--- src/rtl/ol_pkg.sv ---
// Shared definitions for the 32-bit optical link receive path:
// delay-mode encodings, the aligner state enum and a mode helper.
package ol_pkg;

    localparam logic [1:0] DLY_INORDER = 2'd0;
    localparam logic [1:0] DLY_SLIP    = 2'd1;
    localparam logic [1:0] DLY_UNRES   = 2'd2;
    localparam logic [1:0] DLY_RSVD    = 2'd3;

    typedef enum logic [1:0] {
        IDLE   = 2'd0,
        LOCKED = 2'd1,
        FAULT  = 2'd2
    } olState_e;

    // True for the two delay classes the aligner can frame data with.
    function automatic logic isLockMode(input logic [1:0] mode);
        return (mode == DLY_INORDER) || (mode == DLY_SLIP);
    endfunction

endpackage

--- src/rtl/ol_halfword_shifter.sv ---
// Combinational re-framing mux: passes the received word through
// unchanged, or splices the low half of the previous word onto the
// high half of the current one when the link slipped by a half word.
module ol_halfword_shifter
    import ol_pkg::*;
(
    input  logic [31:0] rx_data_i,
    input  logic [15:0] prev_low_i,
    input  logic [1:0]  mode_i,
    output logic [31:0] word_o
);

    // Select the in-order or half-word-slipped word.
    always_comb begin
        word_o = rx_data_i;
        if (mode_i == DLY_SLIP) begin
            word_o = {prev_low_i, rx_data_i[31:16]};
        end
    end

endmodule

--- src/rtl/ol_rx_aligner_32.sv ---
// Receive-side word aligner. Latches the controller's delay class,
// re-frames each received word, flags valid output, detects loss of
// sync from runs of bad cycles and keeps a saturating error count.
module ol_rx_aligner_32
    import ol_pkg::*;
#(
    parameter int LOS_LIMIT = 8,
    parameter int ERR_W     = 16
) (
    input  logic             clk,
    input  logic             reset,
    input  logic [31:0]      rx_data,
    input  logic [3:0]       rx_datak,
    input  logic             rx_valid,
    input  logic [1:0]       delay_mode,
    input  logic             delay_load,
    output logic [31:0]      data_out,
    output logic             data_valid,
    output logic             link_up,
    output logic             los,
    output logic [ERR_W-1:0] err_cnt,
    output logic [1:0]       mode_q
);

    localparam logic [7:0]       LOS_LIM = 8'(LOS_LIMIT);
    localparam logic [ERR_W-1:0] ERR_MAX = {ERR_W{1'b1}};

    olState_e         state_q, state_d;
    logic [1:0]       mode_d;
    logic [7:0]       runCnt_q, runCnt_d;
    logic [ERR_W-1:0] errCnt_q, errCnt_d;
    logic [31:0]      prevWord_q, prevWord_d;
    logic             prevGood_q, prevGood_d;
    logic [31:0]      dataOut_q, dataOut_d;
    logic             dataValid_q, dataValid_d;
    logic             los_q, los_d;

    logic             isLocked;
    logic             badCycle;
    logic [31:0]      framedWord;

    assign isLocked = (state_q == LOCKED);
    assign badCycle = !rx_valid || (rx_datak != 4'd0);

    ol_halfword_shifter u_shifter (
        .rx_data_i  (rx_data),
        .prev_low_i (prevWord_q[15:0]),
        .mode_i     (mode_q),
        .word_o     (framedWord)
    );

    // Register all state; reset returns every output to its idle value.
    always_ff @(posedge clk) begin
        if (reset) begin
            state_q     <= IDLE;
            mode_q      <= DLY_UNRES;
            runCnt_q    <= '0;
            errCnt_q    <= '0;
            prevWord_q  <= '0;
            prevGood_q  <= 1'b0;
            dataOut_q   <= '0;
            dataValid_q <= 1'b0;
            los_q       <= 1'b0;
        end else begin
            state_q     <= state_d;
            mode_q      <= mode_d;
            runCnt_q    <= runCnt_d;
            errCnt_q    <= errCnt_d;
            prevWord_q  <= prevWord_d;
            prevGood_q  <= prevGood_d;
            dataOut_q   <= dataOut_d;
            dataValid_q <= dataValid_d;
            los_q       <= los_d;
        end
    end

    // Next-state logic: framing, run/error counting and state transitions.
    always_comb begin
        state_d     = state_q;
        mode_d      = mode_q;
        runCnt_d    = runCnt_q;
        errCnt_d    = errCnt_q;
        prevWord_d  = prevWord_q;
        prevGood_d  = prevGood_q;
        dataOut_d   = dataOut_q;
        dataValid_d = 1'b0;
        los_d       = 1'b0;

        // The previous word only counts as primed once a good word has
        // been captured while locked, so mode 1 always waits one word.
        if (!isLocked) begin
            prevGood_d = 1'b0;
        end else if (rx_valid) begin
            prevGood_d = !badCycle;
        end
        if (rx_valid) begin
            prevWord_d = rx_data;
        end

        unique case (state_q)
            IDLE, FAULT: begin
                dataOut_d = '0;
                runCnt_d  = '0;
                if (delay_load) begin
                    mode_d  = delay_mode;
                    state_d = isLockMode(delay_mode) ? LOCKED : FAULT;
                end
            end
            LOCKED: begin
                if (!badCycle) begin
                    dataOut_d   = framedWord;
                    dataValid_d = (mode_q == DLY_INORDER) || prevGood_q;
                end else if (errCnt_q != ERR_MAX) begin
                    errCnt_d = errCnt_q + ERR_W'(1);
                end

                if (delay_load) begin
                    mode_d   = delay_mode;
                    state_d  = isLockMode(delay_mode) ? LOCKED : FAULT;
                    runCnt_d = '0;
                end else if (badCycle) begin
                    if (runCnt_q + 8'd1 == LOS_LIM) begin
                        los_d    = 1'b1;
                        state_d  = IDLE;
                        runCnt_d = '0;
                    end else begin
                        runCnt_d = runCnt_q + 8'd1;
                    end
                end else begin
                    runCnt_d = '0;
                end
            end
            default: begin
                state_d = IDLE;
            end
        endcase
    end

    assign data_out   = dataOut_q;
    assign data_valid = dataValid_q;
    assign link_up    = isLocked;
    assign los        = los_q;
    assign err_cnt    = errCnt_q;

endmodule

--- config.mk ---
export PLATFORM = sky130hd
export DESIGN_NAME = ol_rx_aligner_32
export DESIGN_NICKNAME = d
export VERILOG_FILES = /design/src/rtl/ol_pkg.sv /design/src/rtl/ol_halfword_shifter.sv /design/src/rtl/ol_rx_aligner_32.sv
export SDC_FILE = /design/constraint.sdc
export NUM_CORES = 1
export LEC_CHECK = 0
export ABC_AREA = 0
export CAP_MARGIN = 10
export CORE_MARGIN = 1.5
export CORE_UTILIZATION = 31
export CTS_CLUSTER_SIZE = 16
export DETAILED_ROUTE_END_ITERATION = 10
export GPL_TIMING_DRIVEN = 0
export SYNTH_ARGS = -nofsm -noshare
export SYNTH_HDL_FRONTEND = slang
export SYNTH_HIERARCHICAL = 1
export SYNTH_SLANG_ARGS = --single-unit
export TNS_END_PERCENT = 100
--- constraint.sdc ---
create_clock -name clk -period 4.4 [get_ports clk]
set_clock_uncertainty 0.2 [all_clocks]
set_input_delay 0.66 -clock clk [delete_from_list [all_inputs] [get_ports clk]]
set_output_delay 0.66 -clock clk [all_outputs]
set_load 0.02 [all_outputs]
==> results.cfg <==
[outcome]
status = completed

[sta]
fin_crit_sh_pct = 65.2
period_needed_ns = 2.87
fmax_mhz = 349
max_slew.worst_pin.slew_ns = 0.764
hold_viol = 0
tns_ns = 0
rsz0062_at_grt = no
setup_viol = 0
slew_viol_final = 0
worst_slew_margin_rel_pct = 48.9

[clocking]
cts_max_level = 3
clockBufferDepth = 2
clock_sinks = 79
tritoncts = built
cts-buffers-inserted = 9
root_buffer = clkbuf_16
cts_hold_buf = 0
post_cts_buffers = 0
insertion_delay_ns = 0.33
post_cts_resized = 0
cts.clk_slew.worst_paths_ns = 0.06

[setup_path]
cp.arrival_ns = 2.94
cp_top_family = simple AND/OR/NAND/NOR gates
path_cells = clkdlybuf4s50_1, nor4_4, nand2_1, nor2_2, buf_2, o21a_1
crit_buf_inv = 2
critPathLaunchType = primary input
r2r-end = err_cnt[0]
worst_path_max_delay_cell = nor2_2
crit_fanout = 10
end_kind = flip-flop
cp-endpoint = data_valid
crit_required_ns = 4.47
cp.depth = 6
r2r_setup_slack_ns = 2.12
path_class = in -> reg
slowest_delay_ns = 0.53
r2r-start = err_cnt[0]
reg2reg_depth = 6
crit_start = rx_datak[1]

[power_and_ir_drop]
power.density_nw_per_um2 = 305
irDropWorstVdd_mv = 0.144
power_mw = 1.58
p_leak_nw = 1.89

[yosys]
ys_seq_area_share_pct = 41.7
synthArstFlopShare_pct = 0
synth-xor-area-share_pct = 0.231
synth_edf_count = 0
synth.distinct_cells = 57
synth_nets = 413
synth_compound_area_share_pct = 15.5
syn_area_um2 = 3790
ys_seq_elements = 79
synthSimpleGateAreaFrac_pct = 18.7
syn_inst = 369
synth.avg_cell_area_um2 = 10.3
synth-main-ff-cell = dfxtp_1
synth_top_family_by_area = multiplexers
synthMuxAreaShare_pct = 18.7
synthAdderAreaFrac_pct = 0.660
yosysWarningCount = 6

[placed_design]
hpwl_um = 7490
io_buffers = 92
gp_congestion = 0.804

[finish]
final_nets = 516
drive_gt1_share_pct = 15.7
final_common_cell = clkdlybuf4s50_1
layout_common_cells = 92 x clkdlybuf4s50_1, 79 x dfxtp_1, 39 x nor2_1, 31 x mux2_4, 20 x mux2i_1
areaGrowthSynthToFinish_pct = 36.4
fillers = 1152
diodes = 0

[grt]
antenna_found_initial = 0
grt_pass1_vias = 3222
grt_max_degree = 14
gr-total-overflow = 0
grt_pass1_wl_um = 16800
track_usage_pct = 16.6

[die]
die_area_um2 = 12900
placementRows = 40
initial_core_util_pct = 31.7
dieWidth_um = 114
core_um2 = 12000
die_h_um = 114
io_pins = 95

[routing]
wl_per_cell_um = 16.7
drt_pass1_iterations = 4
routed_wl_um = 10500
drc = 0
ant_nets = 0
vias = 3260
via_per_inst = 5.22
drt_iter0_markers = 97

[hold_path]
holdCritPathClass = reg -> reg

[flow_run]
cap_viol_max_count = 0
==> where the power goes <==
group          leakage (nW)  switching, mW  internal, mW
combinational          1.12         0.0632        0.0831
clock                 0.132          0.297         0.397
sequential            0.640        0.00844         0.728
total                  1.89          0.369          1.21
==> layer usage <==
metal / vias to the layer above / routed length, um / track usage [%]
met5: - / 0 / 0
met4: 0 / 59 / 4.00
met3: 6 / 695 / 5.69
met2: 93 / 4870 / 26.9
met1: 1566 / 4820 / 21.3
li1: 1595 / - / -
==> cells in the mapped netlist (all sizes together) (2+ instances only) <==
library cell / instances / area share (%)
inv: 5 / 0.49
o21ai: 8 / 1.2
clkbuf: 10 / 0.99
nor2b: 3 / 0.69
ha: 2 / 0.66
a211oi: 3 / 0.59
a22oi: 14 / 2.8
buf: 13 / 3.0
nor3: 6 / 0.79
nand2: 15 / 1.5
a211o: 2 / 0.46
nor2: 40 / 4.0
nand2b: 2 / 0.33
o41ai: 2 / 0.46
nand4b: 4 / 0.92
o211ai: 2 / 0.40
nor3b: 2 / 0.53
mux2: 35 / 13
a21oi: 19 / 2.5
nand3: 9 / 1.2
a32o: 2 / 0.53
a22o: 19 / 4.4
nand4: 10 / 2.0
o31ai: 6 / 1.2
and3: 7 / 1.2
or4: 7 / 1.6
dfxtp: 79 / 42
or3: 4 / 0.73
nor4: 4 / 1.2
and2: 2 / 0.33
mux2i: 20 / 5.3
==> cell type report <==
class	instances	area, um2	area share (%)
clock inverter	5	33.8	0.653
buffer	23	153	2.95
multi-input combinational	262	2040	39.4
timing repair buffer	92	921	17.8
sequential	79	1580	30.6
clock buffer	11	243	4.69
tap	147	184	3.55
inverter	5	18.8	0.363
==> registers in the layout (all words and copies together), names as in the netlist <==
signal      count
runCnt_q        8
prevGood_q      1
state_q         2
err_cnt        16
mode_q          2
data_valid      1
data_out       32
prevWord_q     16
los             1
==> cells by family after synthesis <==
| kind of cell | after synthesis |
|---|---|
| simple gates | 122 |
| compound gates | 82 |
| flops | 79 |
| mux | 55 |
| buf+inv | 28 |
| fa+ha+maj | 2 |
| xor+xnor | 1 |
==> per-stage QoR <==
stage               std cells  worst slack, ns  instance area (um2)  utilization (%)  hold slack (ns)
CTS                       624             1.51                 5170             43.3            0.269
global route              624             1.36                 5170             43.3            0.273
global placement          608             1.21                 4900             41.0            0.252
floorplan                 369             2.18                 3790                -            0.241
detailed placement        608             1.17                 4900             41.0            0.259
finish                    624             1.53                 5170             43.3            0.273
==> worst min-delay path by stage <==
stage                     cells past startpoint          end         from  slack (ns)
final                                         1  runCnt_q[7]  runCnt_q[7]        0.27
after global routing                          1  runCnt_q[7]  runCnt_q[7]        0.27
after CTS                                     1  runCnt_q[7]  runCnt_q[7]        0.27
after detailed placement                      1  runCnt_q[7]  runCnt_q[7]        0.26
after global placement                        1  runCnt_q[7]  runCnt_q[7]        0.25
after floorplan                               1  runCnt_q[7]  runCnt_q[7]        0.24
==> worst reg2reg max path: stages (launching register included) <==
cell	delay (ns)
dfxtp_1	0.41
ha_1	0.22
nand3_1	0.22
nor4_2	0.60
buf_2	0.32
or3_1	0.13
a21oi_1	0.06
(Power assumes the default switching activity.)
